**config.mk**
```make
export PLATFORM = sky130hd
export DESIGN_NAME = pipeline_hazard_ctrl_flat
export DESIGN_NICKNAME = d
export VERILOG_FILES = /design/src/rtl/pipe_pkg.sv /design/src/rtl/pipeline_hazard_ctrl_if.sv /design/src/rtl/dmem_handshake_fsm.sv /design/src/rtl/pipeline_hazard_ctrl.sv /design/src/flat_wrapper.sv
export SDC_FILE = /design/constraint.sdc
export NUM_CORES = 1
export LEC_CHECK = 0
export CAP_MARGIN = 20
export CORE_ASPECT_RATIO = 1.25
export CORE_MARGIN = 4
export CORE_UTILIZATION = 49
export CTS_CLUSTER_SIZE = 16
export DETAILED_ROUTE_END_ITERATION = 8
export MAX_ROUTING_LAYER = met4
export PLACE_DENSITY = 0.85
export SETUP_SLACK_MARGIN = 0.02
export SYNTH_ARGS = -nofsm -noshare
export SYNTH_HDL_FRONTEND = slang
export SYNTH_SLANG_ARGS = --single-unit
```
**constraint.sdc**
```tcl
create_clock -name clk -period 6.6 [get_ports clk]
set_input_delay 0.66 -clock clk [delete_from_list [all_inputs] [get_ports clk]]
set_output_delay 0.66 -clock clk [all_outputs]
set_load 0.01 [all_outputs]
```
**src/rtl/pipe_pkg.sv**
```systemverilog
// Shared definitions for the pipeline hazard controller: memory FSM state
// encoding and architectural constants.
package pipe_pkg;

    typedef enum logic [1:0] {
        IDLE = 2'd0,
        BUSY = 2'd1,
        DONE = 2'd2
    } mem_state_e;

    localparam logic [31:0] NOP_INST = 32'h0000_0013;
    localparam logic [4:0]  REG_ZERO = 5'd0;

endpackage

```
**src/rtl/pipeline_hazard_ctrl_if.sv**
```systemverilog
// Data-memory handshake bundle between the hazard controller (master) and
// the data memory (slave).
interface pipeline_hazard_ctrl_if;

    logic        dmem_req;
    logic        dmem_ack;
    logic [31:0] dmem_rdata;

    modport master (output dmem_req, input dmem_ack, input dmem_rdata);
    modport slave  (input dmem_req, output dmem_ack, output dmem_rdata);

endinterface

```
**src/rtl/dmem_handshake_fsm.sv**
```systemverilog
// Multi-cycle data-memory access sequencer: IDLE -> (BUSY) -> DONE with an
// abort timeout, load-data capture and a sticky error flag.
module dmem_handshake_fsm
    import pipe_pkg::*;
#(
    parameter int MEM_TIMEOUT = 255,
    parameter int TMO_W       = 8
) (
    input  logic        clk,
    input  logic        rst_n,
    input  logic        op_i,
    input  logic        ack_i,
    input  logic [31:0] rdata_i,
    output logic        busy_o,
    output logic [31:0] mem_rdata_o,
    output logic        mem_err_o
);

    localparam logic [1:0]       ST_IDLE  = IDLE;
    localparam logic [1:0]       ST_BUSY  = BUSY;
    localparam logic [1:0]       ST_DONE  = DONE;
    localparam logic [TMO_W-1:0] TMO_LAST = TMO_W'(MEM_TIMEOUT - 1);

    logic [1:0]       state_q, state_d;
    logic [TMO_W-1:0] tmo_q, tmo_d;
    logic [31:0]      rdata_q, rdata_d;
    logic             err_q, err_d;
    logic             busy_s;

    // Next-state, timeout and capture logic; ack wins over a simultaneous timeout.
    always_comb begin
        state_d = state_q;
        tmo_d   = tmo_q;
        rdata_d = rdata_q;
        err_d   = err_q;
        busy_s  = 1'b0;
        case (state_q)
            ST_IDLE: begin
                if (op_i) begin
                    busy_s = 1'b1;
                    if (ack_i) begin
                        rdata_d = rdata_i;
                        state_d = ST_DONE;
                    end else begin
                        tmo_d   = {TMO_W{1'b0}};
                        state_d = ST_BUSY;
                    end
                end else begin
                    state_d = ST_IDLE;
                end
            end
            ST_BUSY: begin
                busy_s = 1'b1;
                tmo_d  = tmo_q + {{(TMO_W-1){1'b0}}, 1'b1};
                if (ack_i) begin
                    rdata_d = rdata_i;
                    state_d = ST_DONE;
                end else if (tmo_q == TMO_LAST) begin
                    err_d   = 1'b1;
                    rdata_d = 32'd0;
                    state_d = ST_DONE;
                end else begin
                    state_d = ST_BUSY;
                end
            end
            ST_DONE: begin
                state_d = ST_IDLE;
            end
            default: begin
                state_d = ST_IDLE;
            end
        endcase
    end

    // State and datapath registers.
    always_ff @(posedge clk or negedge rst_n) begin
        if (!rst_n) begin
            state_q <= ST_IDLE;
            tmo_q   <= {TMO_W{1'b0}};
            rdata_q <= 32'd0;
            err_q   <= 1'b0;
        end else begin
            state_q <= state_d;
            tmo_q   <= tmo_d;
            rdata_q <= rdata_d;
            err_q   <= err_d;
        end
    end

    // Gated by rst_n so a reset mid-access drops the request at once.
    assign busy_o      = busy_s & rst_n;
    assign mem_rdata_o = rdata_q;
    assign mem_err_o   = err_q;

endmodule

```
**src/rtl/pipeline_hazard_ctrl.sv**
```systemverilog
// Stall/flush controller for the 5-stage RV32 pipeline: memory-wait freeze,
// load-use bubbles, wrong-path squash and performance counters.
module pipeline_hazard_ctrl
    import pipe_pkg::*;
#(
    parameter int CNT_W       = 32,
    parameter int MEM_TIMEOUT = 255,
    parameter int TMO_W       = 8
) (
    input  logic                   clk,
    input  logic                   rst_n,
    input  logic [4:0]             ifid_rs1,
    input  logic [4:0]             ifid_rs2,
    input  logic                   ifid_use_rs1,
    input  logic                   ifid_use_rs2,
    input  logic                   idex_mem_read,
    input  logic [4:0]             idex_rd,
    input  logic                   redirect,
    input  logic                   exmem_mem_read,
    input  logic                   exmem_mem_write,
    pipeline_hazard_ctrl_if.master dmem,
    output logic [31:0]            mem_rdata,
    output logic                   mem_stall,
    output logic                   stall,
    output logic                   idex_nop,
    output logic                   ifid_nop,
    output logic                   mem_err,
    output logic [CNT_W-1:0]       stall_cnt,
    output logic [CNT_W-1:0]       flush_cnt
);

    logic             op_s;
    logic             busy_s;
    logic             luh_s;
    logic [CNT_W-1:0] stall_cnt_q, stall_cnt_d;
    logic [CNT_W-1:0] flush_cnt_q, flush_cnt_d;

    assign op_s = exmem_mem_read | exmem_mem_write;

    dmem_handshake_fsm #(
        .MEM_TIMEOUT (MEM_TIMEOUT),
        .TMO_W       (TMO_W)
    ) u_fsm (
        .clk         (clk),
        .rst_n       (rst_n),
        .op_i        (op_s),
        .ack_i       (dmem.dmem_ack),
        .rdata_i     (dmem.dmem_rdata),
        .busy_o      (busy_s),
        .mem_rdata_o (mem_rdata),
        .mem_err_o   (mem_err)
    );

    assign dmem.dmem_req = busy_s;
    assign mem_stall     = busy_s;

    // Hazard detection and priority: mem_stall > load-use > redirect.
    always_comb begin
        luh_s = idex_mem_read && (idex_rd != REG_ZERO) &&
                ((ifid_use_rs1 && (ifid_rs1 == idex_rd)) ||
                 (ifid_use_rs2 && (ifid_rs2 == idex_rd)));
        if (rst_n && !busy_s) begin
            stall    = luh_s;
            idex_nop = luh_s;
            ifid_nop = redirect && !luh_s;
        end else begin
            stall    = 1'b0;
            idex_nop = 1'b0;
            ifid_nop = 1'b0;
        end
    end

    // Performance counter increments; both wrap naturally at 2^CNT_W.
    always_comb begin
        stall_cnt_d = stall_cnt_q + {{(CNT_W-1){1'b0}}, (mem_stall | stall)};
        flush_cnt_d = flush_cnt_q + {{(CNT_W-1){1'b0}}, ifid_nop};
    end

    // Counter registers.
    always_ff @(posedge clk or negedge rst_n) begin
        if (!rst_n) begin
            stall_cnt_q <= {CNT_W{1'b0}};
            flush_cnt_q <= {CNT_W{1'b0}};
        end else begin
            stall_cnt_q <= stall_cnt_d;
            flush_cnt_q <= flush_cnt_d;
        end
    end

    assign stall_cnt = stall_cnt_q;
    assign flush_cnt = flush_cnt_q;

endmodule
```
**src/flat_wrapper.sv**
```systemverilog
// flat-port wrapper written by rule: the top's interface ports become plain ports
module pipeline_hazard_ctrl_flat import pipe_pkg::*;
#(
    parameter int CNT_W       = 32,
    parameter int MEM_TIMEOUT = 255,
    parameter int TMO_W       = 8
)
  (clk, rst_n, ifid_rs1, ifid_rs2, ifid_use_rs1, ifid_use_rs2, idex_mem_read, idex_rd, redirect, exmem_mem_read, exmem_mem_write, mem_rdata, mem_stall, stall, idex_nop, ifid_nop, mem_err, stall_cnt, flush_cnt, dmem_dmem_req, dmem_dmem_ack, dmem_dmem_rdata);
  pipeline_hazard_ctrl_if dmem_i ();
  input  logic clk;
  input  logic rst_n;
  input  logic [4:0] ifid_rs1;
  input  logic [4:0] ifid_rs2;
  input  logic ifid_use_rs1;
  input  logic ifid_use_rs2;
  input  logic idex_mem_read;
  input  logic [4:0] idex_rd;
  input  logic redirect;
  input  logic exmem_mem_read;
  input  logic exmem_mem_write;
  output logic [31:0] mem_rdata;
  output logic mem_stall;
  output logic stall;
  output logic idex_nop;
  output logic ifid_nop;
  output logic mem_err;
  output logic [CNT_W-1:0] stall_cnt;
  output logic [CNT_W-1:0] flush_cnt;
  output wire logic [$bits(dmem_i.dmem_req)-1:0] dmem_dmem_req;
  input wire logic [$bits(dmem_i.dmem_ack)-1:0] dmem_dmem_ack;
  input wire logic [$bits(dmem_i.dmem_rdata)-1:0] dmem_dmem_rdata;
  assign dmem_dmem_req = dmem_i.dmem_req;
  assign dmem_i.dmem_ack = dmem_dmem_ack;
  assign dmem_i.dmem_rdata = dmem_dmem_rdata;
  pipeline_hazard_ctrl #(.CNT_W(CNT_W), .MEM_TIMEOUT(MEM_TIMEOUT), .TMO_W(TMO_W)) u_core (.clk(clk), .rst_n(rst_n), .ifid_rs1(ifid_rs1), .ifid_rs2(ifid_rs2), .ifid_use_rs1(ifid_use_rs1), .ifid_use_rs2(ifid_use_rs2), .idex_mem_read(idex_mem_read), .idex_rd(idex_rd), .redirect(redirect), .exmem_mem_read(exmem_mem_read), .exmem_mem_write(exmem_mem_write), .dmem(dmem_i), .mem_rdata(mem_rdata), .mem_stall(mem_stall), .stall(stall), .idex_nop(idex_nop), .ifid_nop(ifid_nop), .mem_err(mem_err), .stall_cnt(stall_cnt), .flush_cnt(flush_cnt));
endmodule
```
## Word-level counts from Yosys, hierarchy flattened

Cells that the tools add are included.

- Reduce and logical (&&, ||, !) cells: 15
- Bitwise gates (word level): 4
- Multiplexer cells: 17
- $add $sub $neg: 3
- Eq/ne operators: 8

Operator list:

| cell | count |
|---|---|
| two-way mux 32 bit | 4 |
| adder 32 x 1 -> 32 bit | 2 |
| one-hot mux 32 bit (2 select lines) | 1 |
| two-way mux 8 bit | 2 |
| one-hot mux 8 bit (2 select lines) | 1 |
| equality test 5 bit | 2 |
| adder 8 x 1 -> 8 bit, second input constant | 1 |
| equality test 8 bit, second input constant | 1 |
| two-way mux 2 bit | 4 |
| logical AND 1 bit | 6 |
| AND reduction 3 bit | 2 |
| nonzero test 5 bit | 1 |
| inequality test 2 bit, second input constant | 2 |
| one-hot mux 2 bit (2 select lines) | 1 |
| AND reduction 4 bit | 1 |
| two-way mux 1 bit | 3 |
| inequality test 3 bit, second input constant | 1 |
| equality test 2 x 1 -> 1 bit, second input constant | 1 |
| zero test 1 bit | 2 |
| zero test 2 bit | 1 |
| inequality test 2 x 1 -> 1 bit, second input constant | 1 |
| bitwise OR 1 bit | 2 |
| one-hot mux 1 bit (2 select lines) | 1 |
| nonzero test 2 bit | 1 |
| 3 further kinds | 3 |

- Register bits: 107
- Bits of input ports: 56
- Word-level logic and storage cells: 53

## Logic depth before layout (Yosys ltp)

- Word-level depth: 9
- Gate-level depth with buffers: 10

## Cells and area by module

From an unflattened synthesis, not the netlist that was laid out.

- Cells, all modules: 466
- Area, all modules: 5098.6 sq um

Modules (own cells, without submodules):

| module | sequential area each (sq um) | times used | area an instance (sq um) | cells each |
|---|---|---|---|---|
| pipeline_hazard_ctrl | 1601.5 | 1 | 3081.7 | 267 |
| dmem_handshake_fsm | 1076.0 | 1 | 2016.9 | 199 |

## Worst setup path before layout

OpenSTA, ideal clock, no wires.

- Path type: input to register
- From: in idex_rd[0]
- To: reg u_core.flush_cnt_q[28], in the netlist u_core.flush_cnt[28]
- Stages on the path: 8
- Path buffers: 0
- Data arrival time: 2.599 ns
- Setup slack: 3.922 ns
- Cell sequence: or4_1 -> o21ai_1 -> o21a_1 -> ha_1 -> ha_1 -> nand2_1 -> nor4_1 -> xor2_1

- Word-level cells in the longest chain between the ends: 8
- Elaborated cells on any way between the ends: 12
- Those cells by class: add/sub (1); eq/ne (2); mux (1); reduce/logical (8)

RTL lines:

| element | line | text |
|---|---|---|
| from (decl) | flat_wrapper.sv:17 | `input logic [4:0] idex_rd;` |
| equality test 5 bit, on equally long branches | pipeline_hazard_ctrl.sv:60, pipeline_hazard_ctrl.sv:61 |  |
| logical AND 1 bit, on equally long branches | pipeline_hazard_ctrl.sv:60, pipeline_hazard_ctrl.sv:61 |  |
| logical OR 1 bit | pipeline_hazard_ctrl.sv:60 | `((ifid_use_rs1 && (ifid_rs1 == idex_rd)) \|\|` |
| logical AND 1 bit (*) | pipeline_hazard_ctrl.sv:59 | `luh_s = idex_mem_read && (idex_rd != REG_ZERO) &&` |
| zero test 1 bit (*) | pipeline_hazard_ctrl.sv:65 | `ifid_nop = redirect && !luh_s;` |
| logical AND 1 bit (*) | pipeline_hazard_ctrl.sv:65 |  |
| two-way mux 1 bit (*) | pipeline_hazard_ctrl.sv:62 | `if (rst_n && !busy_s) begin` |
| via ifid_nop | flat_wrapper.sv:25 | `output logic ifid_nop;` |
| adder 32 x 1 -> 32 bit (*) | pipeline_hazard_ctrl.sv:76 | `flush_cnt_d = flush_cnt_q + {{(CNT_W-1){1'b0}}, ifid_nop};` |
| via u_core.flush_cnt_d[28] | pipeline_hazard_ctrl.sv:36 | `logic [CNT_W-1:0] flush_cnt_q, flush_cnt_d;` |
| to (signal assigned) | pipeline_hazard_ctrl.sv:83 | `flush_cnt_q <= {CNT_W{1'b0}};` |
| to (signal assigned) | pipeline_hazard_ctrl.sv:86 | `flush_cnt_q <= flush_cnt_d;` |
| to (decl) | pipeline_hazard_ctrl.sv:36 |  |

Mark *: on every way through the listed nets, which the timed path passes. The rest lies on a longest branch.
A chain may end at the register's enable or synchronous reset.

## Worst setup path after layout

- From: in idex_rd[1]
- To: out stall

- Word-level cells in the longest chain between the ends: 5
- Elaborated cells on any way between the ends: 9
- Those cells by class: eq/ne (2); mux (1); reduce/logical (6)

RTL lines:

| element | line | text |
|---|---|---|
| equality test 5 bit, on equally long branches | pipeline_hazard_ctrl.sv:60, pipeline_hazard_ctrl.sv:61 |  |
| logical AND 1 bit, on equally long branches | pipeline_hazard_ctrl.sv:60, pipeline_hazard_ctrl.sv:61 |  |
| logical OR 1 bit | pipeline_hazard_ctrl.sv:60 |  |
| logical AND 1 bit (*) | pipeline_hazard_ctrl.sv:59 |  |
| two-way mux 1 bit (*) | pipeline_hazard_ctrl.sv:62 |  |
| to (decl) | flat_wrapper.sv:23 | `output logic stall;` |

Mark *: on every way between the ends. The rest lies on a longest branch, timed or not.

==> flow_metrics.py <==
metrics = {
    "floorplanning": {
        "die_h_um": 117.8,
        "ios": 158,
        "rows": 39,
        "die_w_um": 95.86,
        "coreArea_sq_um": 9271,
        "fp.dieArea_sq_um": 11290,
        "start_util_pct": 51.00,
    },
    "route": {
        "wl_met1_um": 4731,
        "post-route-drc-count": 0,
        "route.vias.total": 3776,
        "viasPerCell": 5.472,
        "highest_layer": "met4",
        "avgRoutedWirePerCell_um": 17.13,
        "wl_met3_um": 601,
        "ant_nets": 0,
        "first_pass_iters": 4,
        "drtIter0Drc": 107,
        "wl_met2_um": 6074,
        "wirelength_um": 11820,
    },
    "pwr": {
        "p_clk_share_pct": 33.6,
        "p_sw_share_pct": 26.58,
        "p_seq_share_pct": 46.5,
        "leakage_nw": 2.963,
        "power_density_nw_per_um2": 255.9,
        "p_int_mw": 1.268,
        "pwr-share-comb_pct": 19.9,
        "p_switching_uw": 459.2,
        "ir_worst_vdd_v": 0.0001942,
    },
    "yosys": {
        "yosysSeqAreaShare_pct": 56.63,
        "ys_top_cells_by_area": "dfrtp_1, xnor2_1, xor2_1",
        "synth_edf_count": 0,
        "synth_common_cells": "dfrtp_1, xnor2_1, xor2_1",
        "syn_inst": 404,
        "synth_warnings": 0,
        "synth_area_sq_um": 4728,
        "syn_avg_cell_area_sq_um": 11.70,
        "synthArstFlopShare_pct": 100.0,
        "yosysTopAreaCell": "dfrtp_1",
        "ys.flop_type": "dfrtp_1",
        "synth_top_area_share_pct": 56.63,
        "synthMostInstantiatedCell": "dfrtp_1",
        "ys_types": 40,
        "ys_ff_latch": 107,
        "syn_nets": 466,
    },
    "setup_path": {
        "critical_path_class": "primary input to primary output",
        "crit_fanout": 4,
        "cp.arrival_ns": 2.80,
        "startpoint_type": "primary input",
        "required_ns": 5.94,
        "cp-end-kind": "primary output",
    },
    "clock_tree": {
        "cts_setup_buffers": 0,
        "htreeDepth": 3,
        "clk_pin_slew_ns": 0.08,
        "root_buffer": "clkbuf_16",
        "cts_resized": 0,
        "hold_buffers": 0,
        "cts_tree": "yes",
        "clock-sinks": 107,
        "cts_buffers": 9,
        "clk_latency_ns": 0.35,
        "ctsLongestPathBuffers": 2,
    },
    "global_routing": {
        "first_global_vias": 3977,
        "grt_pass1_wl_um": 19260,
        "grt_max_degree": 63,
        "antenna_found_initial": 0,
        "grt_overflow": 0,
        "grtUsageTotal_pct": 22.21,
    },
    "place": {
        "place.gp.congestion": 0.8088,
        "dp.cells": 674,
        "dpl_cell_area_sq_um": 6426,
        "io_buffers": 157,
        "hpwl_um": 8629,
    },
    "final_layout": {
        "final_layout_size_suffix_gt1_share_pct": 5.467,
        "nNetsFinal": 624,
        "design_area_sq_um": 6751,
        "antennaDiodeCount": 0,
        "utilization_pct": 72.82,
        "ff_latch_area_sq_um": 2678,
        "final_cells": 690,
        "area_delta_synth_final_pct": 42.79,
        "fill_cells": 673,
        "multi_input_area_sq_um": 1962,
    },
    "timing": {
        "tightest_slew_ns": 0.7740,
        "final_max_slew_viol_count": 0,
        "relSlewSlack_pct": 48.40,
        "hold_viol_final": 0,
        "clock_skew_ns": 0.01215,
        "rsz0062_at_grt": "no",
        "fmax_ghz": 0.2886,
        "setup_viol": 0,
        "fin_setup_tns_ns": 0,
        "fin_crit_sh_pct": 52.50,
        "fin_crit_ns": 3.465,
    },
    "run_status": {
        "status": "completed",
    },
    "min_path": {
        "hp-class": "primary input to asynchronous set/reset pin",
    },
    "flow_run": {
        "maxCapViolCount": 0,
    },
}
==> layer usage <==
layer / vias up / track usage, %
met5: - / -
met4: 0 / 9.609
met3: 31 / 4.092
met2: 117 / 36.62
met1: 1856 / 26.19
li1: 1772 / -
==> per-stage QoR <==
step / hold slack (ns) / worst slack [ns] / total power [mW]
after global placement: 0.4410 / 3.202 / 1.146
final: 0.3045 / 3.135 / 1.728
after floorplan: 0.3644 / 3.922 / 0.9308
after CTS: 0.3238 / 3.144 / 1.741
after detailed placement: 0.4482 / 3.111 / 1.161
after global routing: 0.3585 / 3.063 / 1.802
==> layout make-up <==
cell class,count,share of cell area [%]
repair buffers,160,23.57
clock inverters,7,1.483
well taps,123,2.279
multi-input cells,273,29.06
inverters,11,0.6116
flip-flops and latches,107,39.66
clock buffers,9,3.336
==> state kept, by name, indices dropped and copies added (netlist names) <==
| name | cells |
|---|---|
| u_core.u_fsm.state_q | 2 |
| u_core.flush_cnt | 32 |
| u_core.u_fsm.tmo_q | 8 |
| u_core.stall_cnt | 32 |
| u_core.u_fsm.mem_err_o | 1 |
| u_core.u_fsm.mem_rdata_o | 32 |
==> path summary, 6_finish.rpt <==
check | from | endpoint | slack [ns] | depth (start not counted)
max reg2reg | u_core.u_fsm.state_q[1]$_DFF_PN0_ | u_core.stall_cnt[26]$_DFF_PN0_ | 3.94 | 9
max | idex_rd[1] | stall | 3.14 | 6
max in group asynchronous | rst_n | u_core.u_fsm.tmo_q[7]$_DFFE_PN0P_ | 5.08 | 2
min in group clk | u_core.u_fsm.mem_err_o$_DFFE_PN0P_ | u_core.u_fsm.mem_err_o$_DFFE_PN0P_ | 0.46 | 1
min | rst_n | u_core.flush_cnt[21]$_DFF_PN0_ | 0.30 | 1
min reg2reg | u_core.u_fsm.mem_err_o$_DFFE_PN0P_ | u_core.u_fsm.mem_err_o$_DFFE_PN0P_ | 0.46 | 1
==> power by group through the flow <==
stage | logic (mW) | registers [mW] | clock network, mW
after CTS | 0.349 | 0.804 | 0.588
final | 0.343 | 0.804 | 0.581
after floorplan | 0.0984 | 0.832 | 0
after detailed placement | 0.348 | 0.814 | 0
after global routing | 0.372 | 0.815 | 0.614
after global placement | 0.336 | 0.810 | 0
==> cells in the final DEF, fill, tap and decap left out, drive strengths merged, types with 4 or more instances in the layout <==
cell	Yosys	final
nor3	10	10
nand3	30	30
nand4	13	13
clkbuf	11	9
buf	2	4
nor2	11	11
and2	4	4
dfrtp	107	107
and4	10	10
xor2	33	33
or4	4	4
o21ai	5	5
nand2	26	26
ha	6	6
inv	11	13
clkdlybuf4s50	0	156
a22o	32	32
xnor2	39	39
nor4	17	17
and3	11	11
==> kinds of logic (layout without fill, tap and decap cells) <==
family          after synthesis  in the layout  share of synthesized area, %
simple gates                142            142                         17.41
flops                       107            107                         56.63
xor+xnor                     72             72                         13.34
compound gates               53             53                         8.970
buf+inv                      24            187                         2.064
fa+ha+maj                     6              6                         1.588
==> critical path, stage by stage <==
cell,delay (ns)
clkdlybuf4s50_1,0.49
xor2_1,0.19
nor4_1,0.27
a32oi_1,0.20
nor4b_1,0.38
clkdlybuf4s50_1,0.61
No activity file was read; power rests on OpenSTA's default activity.
